$ cat src/rtl/mem_access_unit_if.sv
// Bundle of the request/response and block-memory signals for mem_access_unit.
//
// Request channel: a request transfers on the clock edge where req_valid and
// req_ready are both high. While req_valid is high the requester holds the
// request fields stable. req_ready is high only when the unit is idle.
// Response channel: resp_valid is a one-cycle pulse with no back-pressure.
// resp_err and resp_rdata are meaningful only while resp_valid is high.
//
// Modports:
//   master - core + block memory side (drives requests and mem_read_data)
//   slave  - mem_access_unit side (drives ready, responses and the memory port)
interface mem_access_unit_if #(
    parameter int ADDR_W = 5
);
    logic              req_valid;
    logic              req_ready;
    logic              req_we;
    logic [1:0]        req_size;
    logic              req_unsigned;
    logic [31:0]       req_addr;
    logic [31:0]       req_wdata;
    logic              resp_valid;
    logic              resp_err;
    logic [31:0]       resp_rdata;
    logic [ADDR_W-1:0] mem_address;
    logic              mem_write_enable;
    logic [31:0]       mem_write_data;
    logic [31:0]       mem_read_data;

    modport master (
        output req_valid, req_we, req_size, req_unsigned, req_addr, req_wdata,
        output mem_read_data,
        input  req_ready, resp_valid, resp_err, resp_rdata,
        input  mem_address, mem_write_enable, mem_write_data
    );

    modport slave (
        input  req_valid, req_we, req_size, req_unsigned, req_addr, req_wdata,
        input  mem_read_data,
        output req_ready, resp_valid, resp_err, resp_rdata,
        output mem_address, mem_write_enable, mem_write_data
    );
endinterface

$ cat src/rtl/mem_access_unit.sv
// Load/store front end for a word-wide block memory with registered
// (1-cycle latency) read data. Accepts byte-addressed byte/half/word
// requests, one in flight. Loads are lane-selected and sign/zero-extended;
// sub-word stores are done as read-modify-write.
//
// Ports:
//   clk       - clock, all state changes on posedge
//   rstn      - synchronous active-low reset
//   bus       - mem_access_unit_if.slave: request, response and memory port
//   dbg_state - current FSM state (0 IDLE, 1 RD, 2 DATA, 3 WR, 4 ERR)
module mem_access_unit #(
    parameter int ADDR_W = 5
) (
    input  logic                  clk,
    input  logic                  rstn,
    mem_access_unit_if.slave      bus,
    output logic [2:0]            dbg_state
);
    typedef enum logic [2:0] {
        IDLE = 3'd0,
        RD   = 3'd1,
        DATA = 3'd2,
        WR   = 3'd3,
        ERR  = 3'd4
    } state_t;

    state_t            state;
    logic              lat_we;
    logic [1:0]        lat_size;
    logic              lat_unsigned;
    logic [1:0]        lat_lane;
    logic [15:0]       lat_wdata;
    logic [31:0]       wr_word;
    logic [ADDR_W-1:0] mem_address_q;
    logic              resp_valid_q;
    logic              resp_err_q;
    logic [31:0]       resp_rdata_q;

    logic              req_bad;
    logic [31:0]       shifted;
    logic [31:0]       load_val;
    logic [31:0]       merge_val;

    // Bits of the request address above the word index are intentionally ignored.
    logic unused_addr_bits;
    assign unused_addr_bits = ^bus.req_addr[31:ADDR_W+2];

    // Misaligned half/word or the reserved size code.
    always_comb begin
        req_bad = 1'b0;
        case (bus.req_size)
            2'b01:   req_bad = bus.req_addr[0];
            2'b10:   req_bad = |bus.req_addr[1:0];
            2'b11:   req_bad = 1'b1;
            default: req_bad = 1'b0;
        endcase
    end

    // Load lane select/extension and sub-word store merge, both operating on
    // the word returned by the memory in DATA.
    always_comb begin
        shifted   = bus.mem_read_data >> {lat_lane, 3'b000};
        load_val  = shifted;
        merge_val = bus.mem_read_data;
        case (lat_size)
            2'b00: begin
                load_val = {{24{~lat_unsigned & shifted[7]}}, shifted[7:0]};
                merge_val[{lat_lane, 3'b000} +: 8] = lat_wdata[7:0];
            end
            2'b01: begin
                load_val = {{16{~lat_unsigned & shifted[15]}}, shifted[15:0]};
                merge_val[{lat_lane[1], 4'b0000} +: 16] = lat_wdata;
            end
            default: ;
        endcase
    end

    always_ff @(posedge clk) begin
        if (!rstn) begin
            state         <= IDLE;
            lat_we        <= 1'b0;
            lat_size      <= 2'b00;
            lat_unsigned  <= 1'b0;
            lat_lane      <= 2'b00;
            lat_wdata     <= 16'h0;
            wr_word       <= 32'h0;
            mem_address_q <= '0;
            resp_valid_q  <= 1'b0;
            resp_err_q    <= 1'b0;
            resp_rdata_q  <= 32'h0;
        end else begin
            resp_valid_q <= 1'b0;
            resp_err_q   <= 1'b0;
            resp_rdata_q <= 32'h0;
            case (state)
                IDLE: begin
                    if (bus.req_valid) begin
                        lat_we       <= bus.req_we;
                        lat_size     <= bus.req_size;
                        lat_unsigned <= bus.req_unsigned;
                        lat_lane     <= bus.req_addr[1:0];
                        lat_wdata    <= bus.req_wdata[15:0];
                        if (req_bad) begin
                            state <= ERR;
                        end else begin
                            // Address only moves for real accesses; it holds in IDLE.
                            mem_address_q <= bus.req_addr[ADDR_W+1:2];
                            wr_word       <= bus.req_wdata;
                            state         <= (bus.req_we && bus.req_size == 2'b10) ? WR : RD;
                        end
                    end
                end
                RD:   state <= DATA;
                DATA: begin
                    if (lat_we) begin
                        wr_word <= merge_val;
                        state   <= WR;
                    end else begin
                        resp_valid_q <= 1'b1;
                        resp_rdata_q <= load_val;
                        state        <= IDLE;
                    end
                end
                WR: begin
                    resp_valid_q <= 1'b1;
                    state        <= IDLE;
                end
                ERR: begin
                    resp_valid_q <= 1'b1;
                    resp_err_q   <= 1'b1;
                    state        <= IDLE;
                end
                default: state <= IDLE;
            endcase
        end
    end

    assign bus.req_ready        = (state == IDLE);
    assign bus.resp_valid       = resp_valid_q;
    assign bus.resp_err         = resp_err_q;
    assign bus.resp_rdata       = resp_rdata_q;
    assign bus.mem_address      = mem_address_q;
    // Gated by rstn so a reset landing on WR never commits the write.
    assign bus.mem_write_enable = (state == WR) && rstn;
    assign bus.mem_write_data   = wr_word;
    assign dbg_state            = state;
endmodule

$ cat src/flat_wrapper.sv
// flat-port wrapper written by rule: the top's interface ports become plain ports
module mem_access_unit_flat 
#(
    parameter int ADDR_W = 5
)
  (clk, rstn, dbg_state, bus_req_valid, bus_req_we, bus_req_size, bus_req_unsigned, bus_req_addr, bus_req_wdata, bus_mem_read_data, bus_req_ready, bus_resp_valid, bus_resp_err, bus_resp_rdata, bus_mem_address, bus_mem_write_enable, bus_mem_write_data);
  mem_access_unit_if #(.ADDR_W(ADDR_W)) bus_i ();
  input  logic clk;
  input  logic rstn;
  output logic [2:0] dbg_state;
  input wire logic [$bits(bus_i.req_valid)-1:0] bus_req_valid;
  input wire logic [$bits(bus_i.req_we)-1:0] bus_req_we;
  input wire logic [$bits(bus_i.req_size)-1:0] bus_req_size;
  input wire logic [$bits(bus_i.req_unsigned)-1:0] bus_req_unsigned;
  input wire logic [$bits(bus_i.req_addr)-1:0] bus_req_addr;
  input wire logic [$bits(bus_i.req_wdata)-1:0] bus_req_wdata;
  input wire logic [$bits(bus_i.mem_read_data)-1:0] bus_mem_read_data;
  output wire logic [$bits(bus_i.req_ready)-1:0] bus_req_ready;
  output wire logic [$bits(bus_i.resp_valid)-1:0] bus_resp_valid;
  output wire logic [$bits(bus_i.resp_err)-1:0] bus_resp_err;
  output wire logic [$bits(bus_i.resp_rdata)-1:0] bus_resp_rdata;
  output wire logic [$bits(bus_i.mem_address)-1:0] bus_mem_address;
  output wire logic [$bits(bus_i.mem_write_enable)-1:0] bus_mem_write_enable;
  output wire logic [$bits(bus_i.mem_write_data)-1:0] bus_mem_write_data;
  assign bus_i.req_valid = bus_req_valid;
  assign bus_i.req_we = bus_req_we;
  assign bus_i.req_size = bus_req_size;
  assign bus_i.req_unsigned = bus_req_unsigned;
  assign bus_i.req_addr = bus_req_addr;
  assign bus_i.req_wdata = bus_req_wdata;
  assign bus_i.mem_read_data = bus_mem_read_data;
  assign bus_req_ready = bus_i.req_ready;
  assign bus_resp_valid = bus_i.resp_valid;
  assign bus_resp_err = bus_i.resp_err;
  assign bus_resp_rdata = bus_i.resp_rdata;
  assign bus_mem_address = bus_i.mem_address;
  assign bus_mem_write_enable = bus_i.mem_write_enable;
  assign bus_mem_write_data = bus_i.mem_write_data;
  mem_access_unit #(.ADDR_W(ADDR_W)) u_core (.clk(clk), .rstn(rstn), .bus(bus_i), .dbg_state(dbg_state));
endmodule
$ cat config.mk
export PLATFORM = sky130hd
export DESIGN_NAME = mem_access_unit_flat
export DESIGN_NICKNAME = d
export VERILOG_FILES = /design/src/rtl/mem_access_unit_if.sv /design/src/rtl/mem_access_unit.sv /design/src/flat_wrapper.sv
export SDC_FILE = /design/constraint.sdc
export NUM_CORES = 1
export LEC_CHECK = 0
export CAP_MARGIN = 5
export CORE_ASPECT_RATIO = 1.5
export CORE_MARGIN = 5
export CORE_UTILIZATION = 40
export CTS_CLUSTER_DIAMETER = 30
export DETAILED_ROUTE_END_ITERATION = 6
export PLACE_DENSITY = 0.76
export SYNTH_ARGS = -nofsm -noshare
export SYNTH_HDL_FRONTEND = slang
export SYNTH_SLANG_ARGS = --single-unit
$ cat constraint.sdc
create_clock -name clk -period 8.05 [get_ports clk]
set_input_delay 1.61 -clock clk [delete_from_list [all_inputs] [get_ports clk]]
set_output_delay 1.61 -clock clk [all_outputs]
set_load 0.05 [all_outputs]
==> metrics.yaml <==
sta:
  slew_headroom_pct: 21.5
  fin_crit_sh_pct: 61.2
  rsz0062_at_grt: "false"
  hold_viol: 0
  min_period_ps: 4920
  finalSetupViolCount: 0
  setup_ws_ps: 3130
  max_freq_mhz: 203
  finalSetupTns_ps: 0
  finClkSkew_ps: 7.40
  slew_viol_final: 0
  worst_pin_slew_ps: 1170
synthesis:
  ys_warn_count: 0
  synth_seq_cells: 96
  async_reset_ff_share_pct: 0
  synthFlopType: "dfxtp_1"
  ys_seq_area_share_pct: 34.5
  synth_top_area_share_pct: 34.5
  syn_avg_cell_area_sq_um: 7.91
  synth_edf_count: 0
  synth_cells: 704
  synth_top_area_cell: "dfxtp_1"
  syn-num-nets: 812
  netlist-cell-type-count: 48
  synth_area_leaders: "dfxtp_1, nand2_1, o32ai_2"
  synth_area_sq_mm: 0.00557
global_routing:
  antenna_found_initial: 0
  grtUsageTotal_pct: 22.0
  grt_pass1_vias: 5281
  grt-ovfl-total: 0
  grt_pass1_wl_um: 28600
  grt_max_degree: 63
floorplanning:
  die_area_sq_mm: 0.0164
  die_h_um: 155
  initial_utilization_pct: 41.0
  num_io_pins: 179
  core_sq_mm: 0.0136
  die_w_um: 106
  row_count: 52
clock_tree:
  hold_buffers: 0
  clock_path_buffers: 2
  cts.sinks: 96
  root_buffer: "clkbuf_16"
  cts_setup_buffers: 0
  cts_buffers: 9
  cts_tree: "yes"
  clock_latency_ps: 350
  htreeDepth: 3
  cts_resized: 0
  clk_pin_slew_ps: 70
drt:
  vias_per_cell: 5.74
  wl_per_cell_um: 18.7
  drtIter0Drc: 612
  antenna_left: 0
  totalWireLength_um: 18200
  drc: 0
  firstDrtPassIters: 5
  vias: 5592
worst_hold_path:
  min_path_type: "reg -> reg"
layout:
  final_area_sq_mm: 0.00737
  n_antenna_cell: 0
  fillers: 1260
  nNetsFinal: 916
  multi_input_area_sq_mm: 0.00315
  ff_latch_area_sq_mm: 0.00192
  drive_gt1_share_pct: 7.63
  syn_to_final_growth_pct: 32.4
  final_util_pct: 54.2
worst_setup_path:
  path_max_fanout: 2
  crit_type: "in -> out"
  reg2reg_slack_ps: 4560
  arrival_ps: 3310
  end_kind: "output port"
  crit_required_ps: 6440
  critPathLaunchType: "primary input"
placement:
  dpl-instance-area_sq_mm: 0.00707
  numPortBuffers: 153
  dp_hpwl_um: 13100
  pre_cts_ws_ps: 3160
  place.gp.congestion: 0.904
run_status:
  status: "finished clean"
flow_run:
  cap_violations: 0
pwr:
  p_per_area_mw_per_mm2: 174
  total_power_mw: 1.28
  ir_drop_mv: 0.0884
  p_leak_nw: 2.54
-- final cells by class --
type	instances	area share, %
multi-input cells	486	42.7
flip-flops and latches	96	26.1
repair buffers	161	21.6
clock buffers	10	3.24
inverters	54	2.75
well taps	162	2.75
clock inverters	6	0.899
-- placed cells by master, fill, tap and decap left out, drive strengths merged, types with 10 or more instances in the layout --
| cell type | n |
|---|---|
| dfxtp | 96 |
| o22ai | 16 |
| mux2i | 24 |
| inv | 55 |
| nor2 | 34 |
| nand2 | 143 |
| or3b | 10 |
| nand3 | 11 |
| a21boi | 22 |
| a221oi | 32 |
| clkdlybuf4s50 | 153 |
| o21ai | 33 |
| nand2b | 13 |
| o32ai | 33 |
| nor2b | 16 |
| a21oi | 27 |
| clkbuf | 10 |
-- worst paths after layout --
| path | depth (start not counted) | end | from |
|---|---|---|---|
| max | 4 | bus_mem_write_enable | rstn |
| min | 2 | u_core.bus.mem_write_data[12] | u_core.bus.mem_write_data[12] |
| max reg2reg | 6 | u_core.bus.mem_write_data[23] | u_core.lat_lane[1] |
| min reg2reg | 2 | u_core.bus.mem_write_data[12] | u_core.bus.mem_write_data[12] |
-- cell usage after synthesis, types with 13 or more instances --
library cell  instances
a21boi_0             22
a21oi_1              27
a221oi_1             32
buf_2                13
clkbuf_1             47
dfxtp_1              96
inv_1                53
mux2i_1              24
nand2_1             143
nand2b_1             13
nor2_1               33
nor2b_1              16
o21ai_0              24
o22ai_1              16
o32ai_1              14
o32ai_2              19
-- critical path, cell delays in order --
cell and delay (ps):
clkdlybuf4s50_1 480, nand2_1 80, nor3b_1 290, clkdlybuf4s50_1 860
-- per-layer routing --
| metal | global-route usage, % | vias to the layer above | share of wire (%) |
|---|---|---|---|
| met3 | 4.17 | 59 | 7.5 |
| met1 | 26.6 | 2569 | 38 |
| met4 | 13.2 | 0 | 5.6 |
| li1 | - | 2697 | - |
| met5 | 0 | - | 0 |
| met2 | 35.9 | 267 | 49 |
-- power breakdown --
part	internal, mW	switching, mW	total, mW
clock network	0.250	0.191	0.441
logic	0.125	0.199	0.324
registers	0.497	0.0196	0.517
-- through the flow --
step	cells	hold WS [ps]
after detailed placement	959	446
after global routing	975	486
after CTS	975	463
final	975	458
after floorplan	704	438
after global placement	959	445
-- registers in the layout, indices dropped and copies added (netlist names) --
register,flops
u_core.bus.mem_address,5
u_core.bus.mem_write_data,32
u_core.bus.resp_err,1
u_core.bus.resp_rdata,32
u_core.bus.resp_valid,1
u_core.dbg_state,3
u_core.lat_lane,2
u_core.lat_size,2
u_core.lat_unsigned,1
u_core.lat_wdata,16
u_core.lat_we,1
-- kinds of logic after synthesis --
| group | after synthesis | share of synthesized area, % |
|---|---|---|
| AOI/OAI and AO/OA | 204 | 29.2 |
| adders and majority gates | 5 | 1.12 |
| buffers and inverters | 122 | 9.12 |
| DFF | 96 | 34.5 |
| muxes | 25 | 4.52 |
| and+or+nand+nor | 252 | 21.5 |
Note: power is estimated with default switching activity, not from simulation.
